## src/rtl/dct_pkg.sv

```systemverilog
// dct_pkg: shared constants, FSM state type and lane helper for the 8-point DCT sequencer
//   DCT_PTS/DCT_IDX_W : block size and lane index width
//   LAT_MIN/LAT_MAX   : legal range of the datapath latency parameter
//   dct_state_t       : LOAD, ISSUE, WAIT, DRAIN
//   lane_lsb()        : bit offset of lane k in a packed vector of w-bit lanes
package dct_pkg;
   localparam int DCT_PTS   = 8;
   localparam int DCT_IDX_W = 3;
   localparam int LAT_MIN   = 1;
   localparam int LAT_MAX   = 15;
   typedef enum logic [1:0] {LOAD, ISSUE, WAIT, DRAIN} dct_state_t;
   function automatic int lane_lsb(input int k, input int w);
      return k * w;
   endfunction
endpackage

```

## src/rtl/dct_sipo_buf.sv

```systemverilog
// dct_sipo_buf: 8-lane serial-in/parallel-out sample buffer
//   clk, reset : clock, asynchronous active-high reset (clears all lanes)
//   we_i       : write din_i into lane idx_i
//   clr_i      : zero all lanes (a simultaneous write still lands)
//   idx_i      : lane index 0..7
//   din_i      : N-bit sample
//   lanes_o    : packed lanes, lane k = bits [k*N +: N]
module dct_sipo_buf
   import dct_pkg::*;
#(
   parameter int N = 16
) (
   input  logic                   clk,
   input  logic                   reset,
   input  logic                   we_i,
   input  logic                   clr_i,
   input  logic [DCT_IDX_W-1:0]   idx_i,
   input  logic [N-1:0]           din_i,
   output logic [DCT_PTS*N-1:0]   lanes_o
);
   logic [DCT_PTS*N-1:0] lanes_q;
   always_ff @(posedge clk or posedge reset)
      if (reset) lanes_q <= '0;
      else begin
         if (clr_i) lanes_q <= '0;
         if (we_i) lanes_q[lane_lsb(int'(idx_i), N) +: N] <= din_i;
      end
   assign lanes_o = lanes_q;
endmodule

```

## src/rtl/dct8_block_sequencer.sv

```systemverilog
// dct8_block_sequencer: packs 8 serial samples, launches the DCT datapath, streams the 8 coefficients out
//   clk, reset           : clock, asynchronous active-high reset
//   in_valid/in_ready    : sample stream handshake, in_data = signed N-bit sample
//   dct_x, dct_start     : packed block to the datapath and its one-cycle launch strobe
//   dct_X                : packed coefficients, valid LAT cycles after dct_start
//   out_valid/out_ready  : coefficient stream handshake, out_data = X[out_idx]
//   busy                 : low only when idle in LOAD with no samples held
//   Optional macro DCT_SEQ_PINGPONG_EN adds a shadow input buffer that fills while a block drains.
module dct8_block_sequencer
   import dct_pkg::*;
#(
   parameter int N   = 16,
   parameter int LAT = 2
) (
   input  logic                   clk,
   input  logic                   reset,
   input  logic                   in_valid,
   output logic                   in_ready,
   input  logic [N-1:0]           in_data,
   output logic [DCT_PTS*N-1:0]   dct_x,
   output logic                   dct_start,
   input  logic [DCT_PTS*N-1:0]   dct_X,
   output logic                   out_valid,
   input  logic                   out_ready,
   output logic [N-1:0]           out_data,
   output logic [DCT_IDX_W-1:0]   out_idx,
   output logic                   busy
);
   // WAIT lasts LAT cycles, so the counter starts at LAT-1; out-of-range LAT is clamped
   localparam logic [3:0] WAIT_INIT = 4'((LAT < LAT_MIN) ? 0 : (LAT > LAT_MAX) ? LAT_MAX - 1 : LAT - 1);
   localparam logic [DCT_IDX_W-1:0] LAST = DCT_IDX_W'(DCT_PTS - 1);
   dct_state_t state_q, state_d;
   logic [DCT_IDX_W-1:0] cnt_q, cnt_d, idx_q, idx_d;
   logic [3:0] wait_q, wait_d;
   logic [DCT_PTS*N-1:0] obuf_q, obuf_d;
   logic [N-1:0] out_data_q, out_data_d;
   logic in_ready_q, in_ready_d, dct_start_q, out_valid_q, busy_q;
   logic in_xfer, out_xfer, last_out, load_we;
   assign in_xfer  = in_valid && in_ready_q;
   assign out_xfer = out_valid_q && out_ready;
   assign last_out = out_xfer && idx_q == LAST;
   assign load_we  = in_xfer && state_q == LOAD;
`ifdef DCT_SEQ_PINGPONG_EN
   localparam int SH_W = DCT_IDX_W + 1;
   localparam logic [SH_W-1:0] FULL = SH_W'(DCT_PTS);
   // bank_q selects the active (datapath-facing) buffer; the other one is the shadow
   logic bank_q, bank_d, sh_we;
   logic [SH_W-1:0] sh_cnt_q, sh_cnt_d;
   logic [DCT_PTS*N-1:0] lanes0, lanes1;
   assign sh_we = in_xfer && (state_q == WAIT || state_q == DRAIN);
   dct_sipo_buf #(.N(N)) u_buf0 (
      .clk     (clk),
      .reset   (reset),
      .we_i    (bank_q ? sh_we : load_we),
      .clr_i   (last_out && !bank_q),
      .idx_i   (bank_q ? sh_cnt_q[DCT_IDX_W-1:0] : cnt_q),
      .din_i   (in_data),
      .lanes_o (lanes0)
   );
   dct_sipo_buf #(.N(N)) u_buf1 (
      .clk     (clk),
      .reset   (reset),
      .we_i    (bank_q ? load_we : sh_we),
      .clr_i   (last_out && bank_q),
      .idx_i   (bank_q ? cnt_q : sh_cnt_q[DCT_IDX_W-1:0]),
      .din_i   (in_data),
      .lanes_o (lanes1)
   );
   assign dct_x      = bank_q ? lanes1 : lanes0;
   assign in_ready_d = state_d == LOAD || ((state_d == WAIT || state_d == DRAIN) && sh_cnt_d != FULL);
`else
   dct_sipo_buf #(.N(N)) u_buf (
      .clk     (clk),
      .reset   (reset),
      .we_i    (load_we),
      .clr_i   (last_out),
      .idx_i   (cnt_q),
      .din_i   (in_data),
      .lanes_o (dct_x)
   );
   assign in_ready_d = state_d == LOAD;
`endif
   always_comb begin
      state_d = state_q;
      cnt_d   = cnt_q;
      wait_d  = wait_q;
      idx_d   = idx_q;
      obuf_d  = obuf_q;
`ifdef DCT_SEQ_PINGPONG_EN
      bank_d   = bank_q;
      sh_cnt_d = sh_cnt_q + SH_W'(sh_we);
`endif
      case (state_q)
         LOAD:
            if (in_xfer) begin
               cnt_d = cnt_q + DCT_IDX_W'(1);
               if (cnt_q == LAST) state_d = ISSUE;
            end
         ISSUE: begin
            state_d = WAIT;
            wait_d  = WAIT_INIT;
         end
         WAIT:
            if (wait_q == 4'd0) begin
               state_d = DRAIN;
               obuf_d  = dct_X;
               idx_d   = '0;
            end else wait_d = wait_q - 4'd1;
         DRAIN:
            if (out_xfer) begin
               idx_d = idx_q + DCT_IDX_W'(1);
               if (idx_q == LAST) begin
`ifdef DCT_SEQ_PINGPONG_EN
                  // swap banks; a full shadow launches at once, a partial one resumes loading
                  bank_d   = !bank_q;
                  state_d  = sh_cnt_d == FULL ? ISSUE : LOAD;
                  cnt_d    = sh_cnt_d[DCT_IDX_W-1:0];
                  sh_cnt_d = '0;
`else
                  state_d = LOAD;
`endif
               end
            end
      endcase
   end
   assign out_data_d = obuf_d[lane_lsb(int'(idx_d), N) +: N];
   always_ff @(posedge clk or posedge reset)
      if (reset) begin
         state_q     <= LOAD;
         cnt_q       <= '0;
         wait_q      <= '0;
         idx_q       <= '0;
         obuf_q      <= '0;
         out_data_q  <= '0;
         in_ready_q  <= 1'b0;
         dct_start_q <= 1'b0;
         out_valid_q <= 1'b0;
         busy_q      <= 1'b0;
`ifdef DCT_SEQ_PINGPONG_EN
         bank_q      <= 1'b0;
         sh_cnt_q    <= '0;
`endif
      end else begin
         state_q     <= state_d;
         cnt_q       <= cnt_d;
         wait_q      <= wait_d;
         idx_q       <= idx_d;
         obuf_q      <= obuf_d;
         out_data_q  <= out_data_d;
         in_ready_q  <= in_ready_d;
         dct_start_q <= state_d == ISSUE;
         out_valid_q <= state_d == DRAIN;
         busy_q      <= !(state_d == LOAD && cnt_d == '0);
`ifdef DCT_SEQ_PINGPONG_EN
         bank_q      <= bank_d;
         sh_cnt_q    <= sh_cnt_d;
`endif
      end
   assign in_ready  = in_ready_q;
   assign dct_start = dct_start_q;
   assign out_valid = out_valid_q;
   assign out_data  = out_data_q;
   assign out_idx   = idx_q;
   assign busy      = busy_q;
endmodule

```

## config.mk

```make
export PLATFORM = sky130hd
export DESIGN_NAME = dct8_block_sequencer
export DESIGN_NICKNAME = d
export VERILOG_FILES = /design/src/rtl/dct_pkg.sv /design/src/rtl/dct_sipo_buf.sv /design/src/rtl/dct8_block_sequencer.sv
export SDC_FILE = /design/constraint.sdc
export NUM_CORES = 1
export LEC_CHECK = 0
export BUFFER_PORTS_ARGS = -buffer_cell sky130_fd_sc_hd__buf_2
export CAP_MARGIN = 20
export CORE_MARGIN = 2
export CORE_UTILIZATION = 54
export DETAILED_ROUTE_END_ITERATION = 12
export PLACE_DENSITY = 0.77
export SLEW_MARGIN = 30
export SYNTH_ARGS = -nofsm -noshare
export SYNTH_HDL_FRONTEND = slang
export SYNTH_SLANG_ARGS = --single-unit
export TNS_END_PERCENT = 50
```

## constraint.sdc

```tcl
create_clock -name clk -period 9.8 [get_ports clk]
set_input_delay 0 -clock clk [delete_from_list [all_inputs] [get_ports clk]]
set_output_delay 0 -clock clk [all_outputs]
set_load 0.1 [all_outputs]
```

==> out/qor.txt, run 1 <==
status: completed
Syn Area/Cell: 9.27 um2
hold path depth: 4
dpl cell area: 14000 um2
post-placement setup slack: 6.42 ns
Setup Viol. Count Final: 0
initial antenna violation count: 2
antenna-violating nets left: 0
uppermost routed layer: met4
CTS Sinks: 288
CP peak stage delay: 0.63 ns
setup TNS: 0 ns
leading cell type by number of instances after synthesis: nand2_1
Die Y-Extent: 156 um
leakage power: 8.39 nW
CP Launch Type: flop
Placed Cells: 1840
top post-synthesis cells by area: dfrtp_1 (58%), nand2_1 (14%), nand3_1 (5.4%), o21ai_1 (3.6%), o221ai_1 (2.4%)
synthesized flop and latch total: 288
WP buf/inv: 3
RSZ-0062 raised after global routing: false
CTS H-Tree Depth: 1
Post-synth EDFFs: 0
DR WL met2: 18600 um
Compound-Gate Fraction of Synth Area: 0.124
vias per cell: 5.78
critical path capture point type: flop
Mapped Cells: 1342
CP required: 10.20 ns
Yosys cell types: 47
delay-heaviest family, CP: buffers and inverters
die width: 156 um
area occupied by multi-input gates: 4790 um2
xor and xnor area share after synthesis: 0.000704
drt wl/cell: 19.3 um
critical path fanouts, max: 65
CTS resizes: 0
Yosys top cell by area: dfrtp_1
largest family of logic cells by synthesized area: simple AND/OR/NAND/NOR gates
Synth top area share: 0.579
critical path's slowest cell: buf_4
worst r2r src: wait_q[0]$_DFFE_PP0P_
final hold vios: 0
cts bufs inserted: 30
worst setup path class: flop to flop
root buffer cell: clkbuf_16
vias in the first global route: 11.8k
DRT iter0 DRCs: 1259
Tcrit/Tclk final: 0.363
sequence of cells on the critical path: inv_1, ha_1, nor3b_4, o21ai_2, a22oi_2, buf_4, inv_2, nor3_1, o31a_1, o211ai_1
hold path start: out_ready
Final Critical Period: 3.56 ns
Tightest Pin Transition: 0.954 ns
largest net degree at the start of global routing: 135
core area: 22600 um2
first-pass GRT wire length: 62400 um
worst vdd ir: 204 uV
total power: 4.65 mW
Worst-Skew Late Latency: 0.55 ns
mux cell area share after synthesis: 0.00181
DRT Pass-1 Iters: 7
worst reg-to-reg path cell count: 10
Worst EP arrival: 3.96 ns
Post-Syn Area: 12400 um2
Routed WL: 39500 um
fin cells: 2041
metal3 WL: 3300 um
Worst path depth: 10
global router's overall resource usage: 0.325
DR vias: 11.8k
Starting Density: 0.550
die area: 24300 um2
proportion of layout cells with a drive suffix above 1: 0.229
CTS Buffer Depth: 3
Layout Skew: 0.0105 ns
simple-gate portion of the synthesized area: 0.244
Buffers on Ports: 298
Worst Hold Class: input pin to flop
area delta synth->final: 32.6%
FMAX: 0.281 GHz
Clock transition at path regs: 0.06 ns
Synth Area in Adders: 0.00905
Worst Setup SP: wait_q[0]$_DFFE_PP0P_
fin worst setup slack: 6.24 ns
Rows: 55
Synth top cells by count: nand2_1 (477), dfrtp_1 (288), nand3_1 (134)
drc violations: 0
total global routing overflow: 0
worst slew margin relative to its limit: 0.364
commonest register cell after synthesis: dfrtp_1
Sequential cell area: 7210 um2
fin nets: 1889
fin. max-slew vios: 0
DP HPWL: 22500 um
MaxCap Viol Count: 0
cell area after layout: 16500 um2
Post-Syn Nets: 1499
Top-Level Pins: 299
Warnings, synthesis: 0
DRT met1 WL: 15300 um
Power Dens Cells: 281 nW/um2
gpl congestion: 0.866
fraction of registers with async set/reset: 1.00
Seq/Total Area, Yosys: 0.579
filler instances: 1575
CTS tree: yes
-- power breakdown --
group	switching (mW)	total, mW	internal (mW)
Clock	0.470	1.17	0.701
Combinational	1.19	1.71	0.520
Sequential	0.241	1.77	1.53
-- flip-flops by register name, indices dropped and copies added, names as in the netlist, 2 cells and up --
name	flops
cnt_q	3
obuf_q	128
out_data	16
out_idx	3
state_q	2
u_buf.lanes_o	128
wait_q	4
-- cell families after synthesis --
| group | Yosys count |
|---|---|
| adder cells (fa/ha/maj) | 9 |
| AO/OA/AOI/OAI | 221 |
| buffers and inverters | 110 |
| XOR/XNOR | 1 |
| flip-flops | 288 |
| AND/OR/NAND/NOR | 711 |
| multiplexers | 2 |
-- worst min-delay path, cell delays in order --
cell	delay (ns)
buf_2	0.14
nand3_4	0.21
nand3_1	0.10
o21ai_0	0.07
-- area by class of cell --
class,count,area share
Sequential cell,288,0.437
Timing Repair Buffer,456,0.186
Clock buffer,43,0.0534
Multi-Input combinational cell,944,0.290
Tap cell,285,0.0216
Clock inverter,11,0.00849
Inverter,12,0.00349
Antenna cell,2,0.000303
-- metal layers --
layer | vias up | track usage
li1 | 5333 | -
met1 | 5648 | 0.422
met2 | 648 | 0.519
met3 | 175 | 0.0667
met4 | 0 | 0.175
met5 | - | 0
-- what timing repair did --
item,in CTS,in global routing
hold buffers,145,0
hold endpoints to repair,386,0
buffers inserted,0,0
-- metrics by stage --
stage          hold WS [ns]   util
6_report             0.0198  0.729
5_1_grt              0.0482  0.729
4_1_cts             0.00528  0.728
3_5_place_dp          0.193  0.619
3_3_place_gp          0.189  0.617
2_1_floorplan         0.105      -
-- cell usage in the layout, fill, tap and decap left out, types with 8 or more instances in the layout --
master         synthesis  layout
inv_1                  9       8
nand3_1              134     130
nor3_1                22      22
dlygate4sd3_1          0     145
nand2_1              477     475
o221ai_1              34      34
a21oi_1               11      11
o221ai_2              14      14
nor2_1                28      26
o21ai_1               89      88
buf_4                  7       8
nand2b_1              15      15
or3_1                 16      16
ha_1                   9       9
o211ai_1              17      17
o21ai_0               30      30
buf_2                 23     298
dfrtp_1              288     288
clkbuf_16              0      31
o31a_1                16      16
-- path summary, 6_finish.rpt --
kind	to	slack, ns
min in group asynchronous	u_buf.lanes_o[42]$_DFF_PP0_	0.09
max in group asynchronous	u_buf.lanes_o[63]$_DFF_PP0_	8.47
worst min-delay path	u_buf.lanes_o[62]$_DFF_PP0_	0.02
worst max register to register	out_data[6]$_DFF_PP0_	6.24
worst max-delay path	out_data[6]$_DFF_PP0_	6.24
worst min register to register	obuf_q[9]$_DFF_PP0_	0.47
No activity file was read; power rests on OpenSTA's default activity.
==> run 2: changes to the inputs <==
clock period = 3.39 ns   (was 9.8 ns; I/O delays follow)
==> run 2 against run 1 <==
Compared with the run above:
- design area up 0.45%
- non-clock buffer count up 7
- via count down 0.67%
- clock power rose to 2.9 times the previous value
==> out/qor.txt, run 2 (same netlist as run 1, synthesis figures left out) <==
fin. max-slew vios: 0
worst vdd ir: 778 uV
total power: 13.5 mW
DRT iter0 DRCs: 1206
Worst Hold Class: input pin to flop
leakage power: 8.43 nW
area delta synth->final: 33.2%
Die Y-Extent: 156 um
drc violations: 0
drt wl/cell: 19.0 um
antenna-violating nets left: 0
fin worst setup slack: 0.570 ns
Tcrit/Tclk final: 0.832
CTS H-Tree Depth: 1
worst setup path class: flop to flop
FMAX: 0.355 GHz
vias in the first global route: 11.6k
CP Launch Type: flop
Final Core Density: 0.732
Placed Cells: 1847
status: completed
CTS Sinks: 288
initial antenna violation count: 1
Clock transition at path regs: 0.06 ns
proportion of layout cells with a drive suffix above 1: 0.231
total global routing overflow: 0
root buffer cell: clkbuf_16
critical path capture point type: flop
die area: 24300 um2
DRT Pass-1 Iters: 6
CP required: 3.80 ns
WHS: 0.0177 ns
Final Critical Period: 2.82 ns
filler instances: 1515
Layout Skew: 0.0143 ns
Power Dens Cells: 815 nW/um2
CTS tree: yes
core area: 22600 um2
Starting Density: 0.550
global router's overall resource usage: 0.318
critical path fanouts, max: 32
Top-Level Pins: 299
largest net degree at the start of global routing: 161
cts bufs inserted: 30
Worst-Skew Late Latency: 0.55 ns
first-pass GRT wire length: 61100 um
commonest non-fill, non-tap cell in the layout: nand2_1
Routed WL: 38900 um
gpl congestion: 0.821
RSZ-0062 raised after global routing: false
final hold vios: 0
Tightest Pin Transition: 0.941 ns
fin cells: 2048
vias per cell: 5.73
Worst EP arrival: 3.23 ns
MaxCap Viol Count: 0
fin nets: 1896
DR vias: 11.7k
die width: 156 um
DP HPWL: 22300 um
Rows: 55
post-placement setup slack: 0.642 ns
Setup Viol. Count Final: 0
worst slew margin relative to its limit: 0.372
CTS Buffer Depth: 3
Buffers on Ports: 298
most frequent cells in the layout: nand2_1 (477), buf_2 (298), dfrtp_1 (288), dlygate4sd3_1 (145), nand3_1 (132)
==> run 2: timing repair <==
action	4_1_cts	5_1_grt
hold buffers	145	0
gates resized for setup	0	0
endpoints found under the hold margin	546	0
buffers inserted	0	0
==> run 2: area by class of cell <==
| cell class | instances | area, um2 | share of cell area |
|---|---|---|---|
| timing repair buffer | 463 | 3160 | 0.191 |
| clock buffer | 44 | 905 | 0.0546 |
| clock inverter | 11 | 136 | 0.00822 |
| inverter | 12 | 48.8 | 0.00294 |
| tap | 285 | 357 | 0.0215 |
| antenna | 1 | 2.50 | 0.000151 |
| multi-input combinational | 944 | 4760 | 0.287 |
| sequential | 288 | 7210 | 0.435 |
==> run 2: worst max-delay path, cell delays in order, from the launching register on <==
cell	delay, ns
dfrtp_1	0.41
inv_1	0.14
ha_1	0.22
nor3b_4	0.32
o21ai_2	0.18
a221o_2	0.79
o221ai_2	0.31
o31a_1	0.21
o211ai_1	0.10
==> run 2: final timing paths <==
path / start / end / slack [ns] / cells past startpoint
max: wait_q[0]$_DFFE_PP0P_ / out_data[3]$_DFF_PP0_ / 0.57 / 8
min: in_valid / dct_start$_DFF_PP0_ / 0.02 / 4
max reg2reg: wait_q[0]$_DFFE_PP0P_ / out_data[3]$_DFF_PP0_ / 0.57 / 8
min reg2reg: obuf_q[10]$_DFF_PP0_ / obuf_q[10]$_DFF_PP0_ / 0.47 / 2
max in group asynchronous: reset / u_buf.lanes_o[70]$_DFF_PP0_ / 2.59 / 4
min in group asynchronous: reset / out_valid$_DFF_PP0_ / 0.24 / 4
==> run 2: report_power, final <==
part           switching [mW]  internal, mW  leakage (nW)
Combinational            3.44          1.55          4.22
Clock                    1.36          2.07         0.516
Sequential              0.686          4.41          3.69
Total                    5.49          8.03          8.43
==> run 2: routing by layer <==
| layer | vias up | wire [um] | part of all wire | track usage |
|---|---|---|---|---|
| met2 | 592 | 18300 | 0.47 | 0.503 |
| met5 | - | 0 | 0 | 0 |
| met1 | 5636 | 15600 | 0.40 | 0.427 |
| li1 | 5353 | - | - | - |
| met3 | 144 | 3000 | 0.077 | 0.0603 |
| met4 | 0 | 2030 | 0.052 | 0.155 |
==> run 2: stage by stage <==
stage                     cell area [um2]  setup TNS (ns)
final                               16600               0
after global routing                16600               0
after floorplan                     12500         -123.61
after global placement              14100               0
after CTS                           16600               0
after detailed placement            14100               0
==> run 3: changes to the inputs <==
CORE_UTILIZATION = 49   (was 54)
PLACE_DENSITY = 0.74   (was 0.77)
clock period = 2.5 ns   (was 3.39 ns; I/O delays follow)
==> run 3 against run 2 <==
Compared with the run above:
- sequential share of layout area shrank 1.0 points
- core utilization is 5.4 points lower
- global-route usage shrank 2.6 points
- die area rose by 9.9%
- hold slack improved by 0.16 ns
- cell count grew 3.8%
- clock power up 39%
==> out/qor.txt, run 3 (same netlist as run 1, synthesis figures left out) <==
status: completed
most frequent cells in the layout: nand2_1 (477), buf_2 (298), dfrtp_1 (288), dlygate4sd3_1 (147), nand3_1 (132)
Worst EP arrival: 2.86 ns
DP HPWL: 23800 um
Clock Power Share: 0.255
Layout Skew: 0.0142 ns
CTS Buffer Depth: 3
metal3 WL: 3010 um
FMAX: 0.419 GHz
MaxCap Viol Count: 0
filler instances: 1852
P_sw: 7.54 mW
first-pass GRT wire length: 61700 um
Routed WL: 40000 um
post-placement setup slack: -0.0331 ns
critical path fanouts, max: 55
CTS H-Tree Depth: 1
DR vias: 12.0k
commonest non-fill, non-tap cell in the layout: nand2_1
Placed Cells: 1920
critical path capture point type: flop
cts bufs inserted: 31
CP required: 2.98 ns
uppermost routed layer: met4
global router's overall resource usage: 0.293
Buffers on Ports: 298
DR WL met2: 18900 um
Final Critical Period: 2.38 ns
core area: 25000 um2
antenna-violating nets left: 0
Worst-Skew Late Latency: 0.56 ns
setup TNS: 0 ns
worst vdd ir: 1060 uV
DRT met1 WL: 16000 um
Tcrit/Tclk final: 0.954
total global routing overflow: 0
die area: 26700 um2
vias per cell: 5.63
Worst Hold Class: input pin to asynchronous set/reset pin
final hold vios: 0
drt wl/cell: 18.8 um
die width: 163 um
Clock transition at path regs: 0.07 ns
Rows: 58
fin nets: 1930
sequential share of power: 0.365
vias in the first global route: 11.7k
Starting Density: 0.497
fin. max-slew vios: 0
Diodes inserted: 0
CP Launch Type: flop
Int Power: 11.2 mW
worst slew margin relative to its limit: 0.464
proportion of layout cells with a drive suffix above 1: 0.244
drc violations: 0
largest net degree at the start of global routing: 142
Top-Level Pins: 299
Final Core Density: 0.679
fin worst setup slack: 0.116 ns
Power Dens Cells: 1100 nW/um2
CTS tree: yes
leakage power: 8.62 nW
initial antenna violation count: 0
Die Y-Extent: 163 um
CTS Sinks: 288
Setup Viol. Count Final: 0
worst setup path class: flop to flop
fin cells: 2126
area delta synth->final: 36.5%
DRT Pass-1 Iters: 6
root buffer cell: clkbuf_16
gpl congestion: 0.862
Switching Fraction: 0.402
DRT iter0 DRCs: 1341
total power: 18.8 mW
Tightest Pin Transition: 0.804 ns
Comb power frac: 0.381
[run 3: cell count changes in the layout (fill, tap and decap cells not counted), sizes merged]
cell,change
buf,+30
clkbuf,-2
dlygate4sd3,+2
inv,+2
bufinv,+1
clkinvlp,+1
diode,-1
[run 3: routing by layer]
| layer | vias up | global-route usage |
|---|---|---|
| li1 | 5431 | - |
| met1 | 5765 | 0.389 |
| met2 | 614 | 0.461 |
| met3 | 153 | 0.0546 |
| met4 | 0 | 0.150 |
| met5 | - | 0 |
[run 3: per-stage QoR]
step,hold slack (ns),cell area (um2)
after floorplan,0.105,12500
after global placement,0.191,14400
after detailed placement,0.193,14400
after CTS,0.143,17000
after global routing,0.173,17000
final,0.176,17000
[run 3: cell type report]
cell class / count / area, um2 / area share
multi-input cells: 944 / 4760 / 0.280
inverters: 12 / 51.3 / 0.00302
flip-flops and latches: 288 / 7210 / 0.424
clock inverters: 15 / 191 / 0.0113
repair buffers: 496 / 3490 / 0.206
clock buffers: 41 / 873 / 0.0514
well taps: 330 / 413 / 0.0243
[run 3: power groups by stage]
| stage | sequential (mW) | clock (mW) | combinational (mW) |
|---|---|---|---|
| after floorplan | 7.84 | 0 | 3.93 |
| after global placement | 6.83 | 0 | 6.50 |
| after detailed placement | 6.84 | 0 | 6.75 |
| after CTS | 6.78 | 4.82 | 6.95 |
| after global routing | 6.93 | 5.02 | 7.71 |
| final | 6.84 | 4.78 | 7.14 |
[run 3: timing repair]
item / 4_1_cts / 5_1_grt
buffers inserted: 0 / 2
gates resized for setup: 1 / 1
setup endpoints to repair: 16 / 16
pin swaps: 0 / 1
cloned: 0 / 1
hold buffers: 147 / 0
endpoints found under the hold margin: 554 / 0
[run 3: final timing paths]
| check | startpoint | depth (start not counted) | to | slack [ns] |
|---|---|---|---|---|
| hold reg to reg | obuf_q[1]$_DFF_PP0_ | 2 | obuf_q[1]$_DFF_PP0_ | 0.47 |
| min in group clk | dct_X[71] | 4 | obuf_q[71]$_DFF_PP0_ | 0.18 |
| setup / recovery | wait_q[0]$_DFFE_PP0P_ | 8 | out_data[6]$_DFF_PP0_ | 0.12 |
| hold / removal | reset | 4 | u_buf.lanes_o[114]$_DFF_PP0_ | 0.18 |
| max in group asynchronous | reset | 4 | obuf_q[11]$_DFF_PP0_ | 1.60 |
| setup reg to reg | wait_q[0]$_DFFE_PP0P_ | 8 | out_data[6]$_DFF_PP0_ | 0.12 |
[run 3: worst max-delay path, stage by stage, from the launching register on]
cell	delay, ns
dfrtp_1	0.41
inv_1	0.13
ha_1	0.21
or3b_1	0.44
nor3_4	0.26
clkbuf_16	0.32
or3_1	0.17
o221ai_1	0.14
o211ai_1	0.18
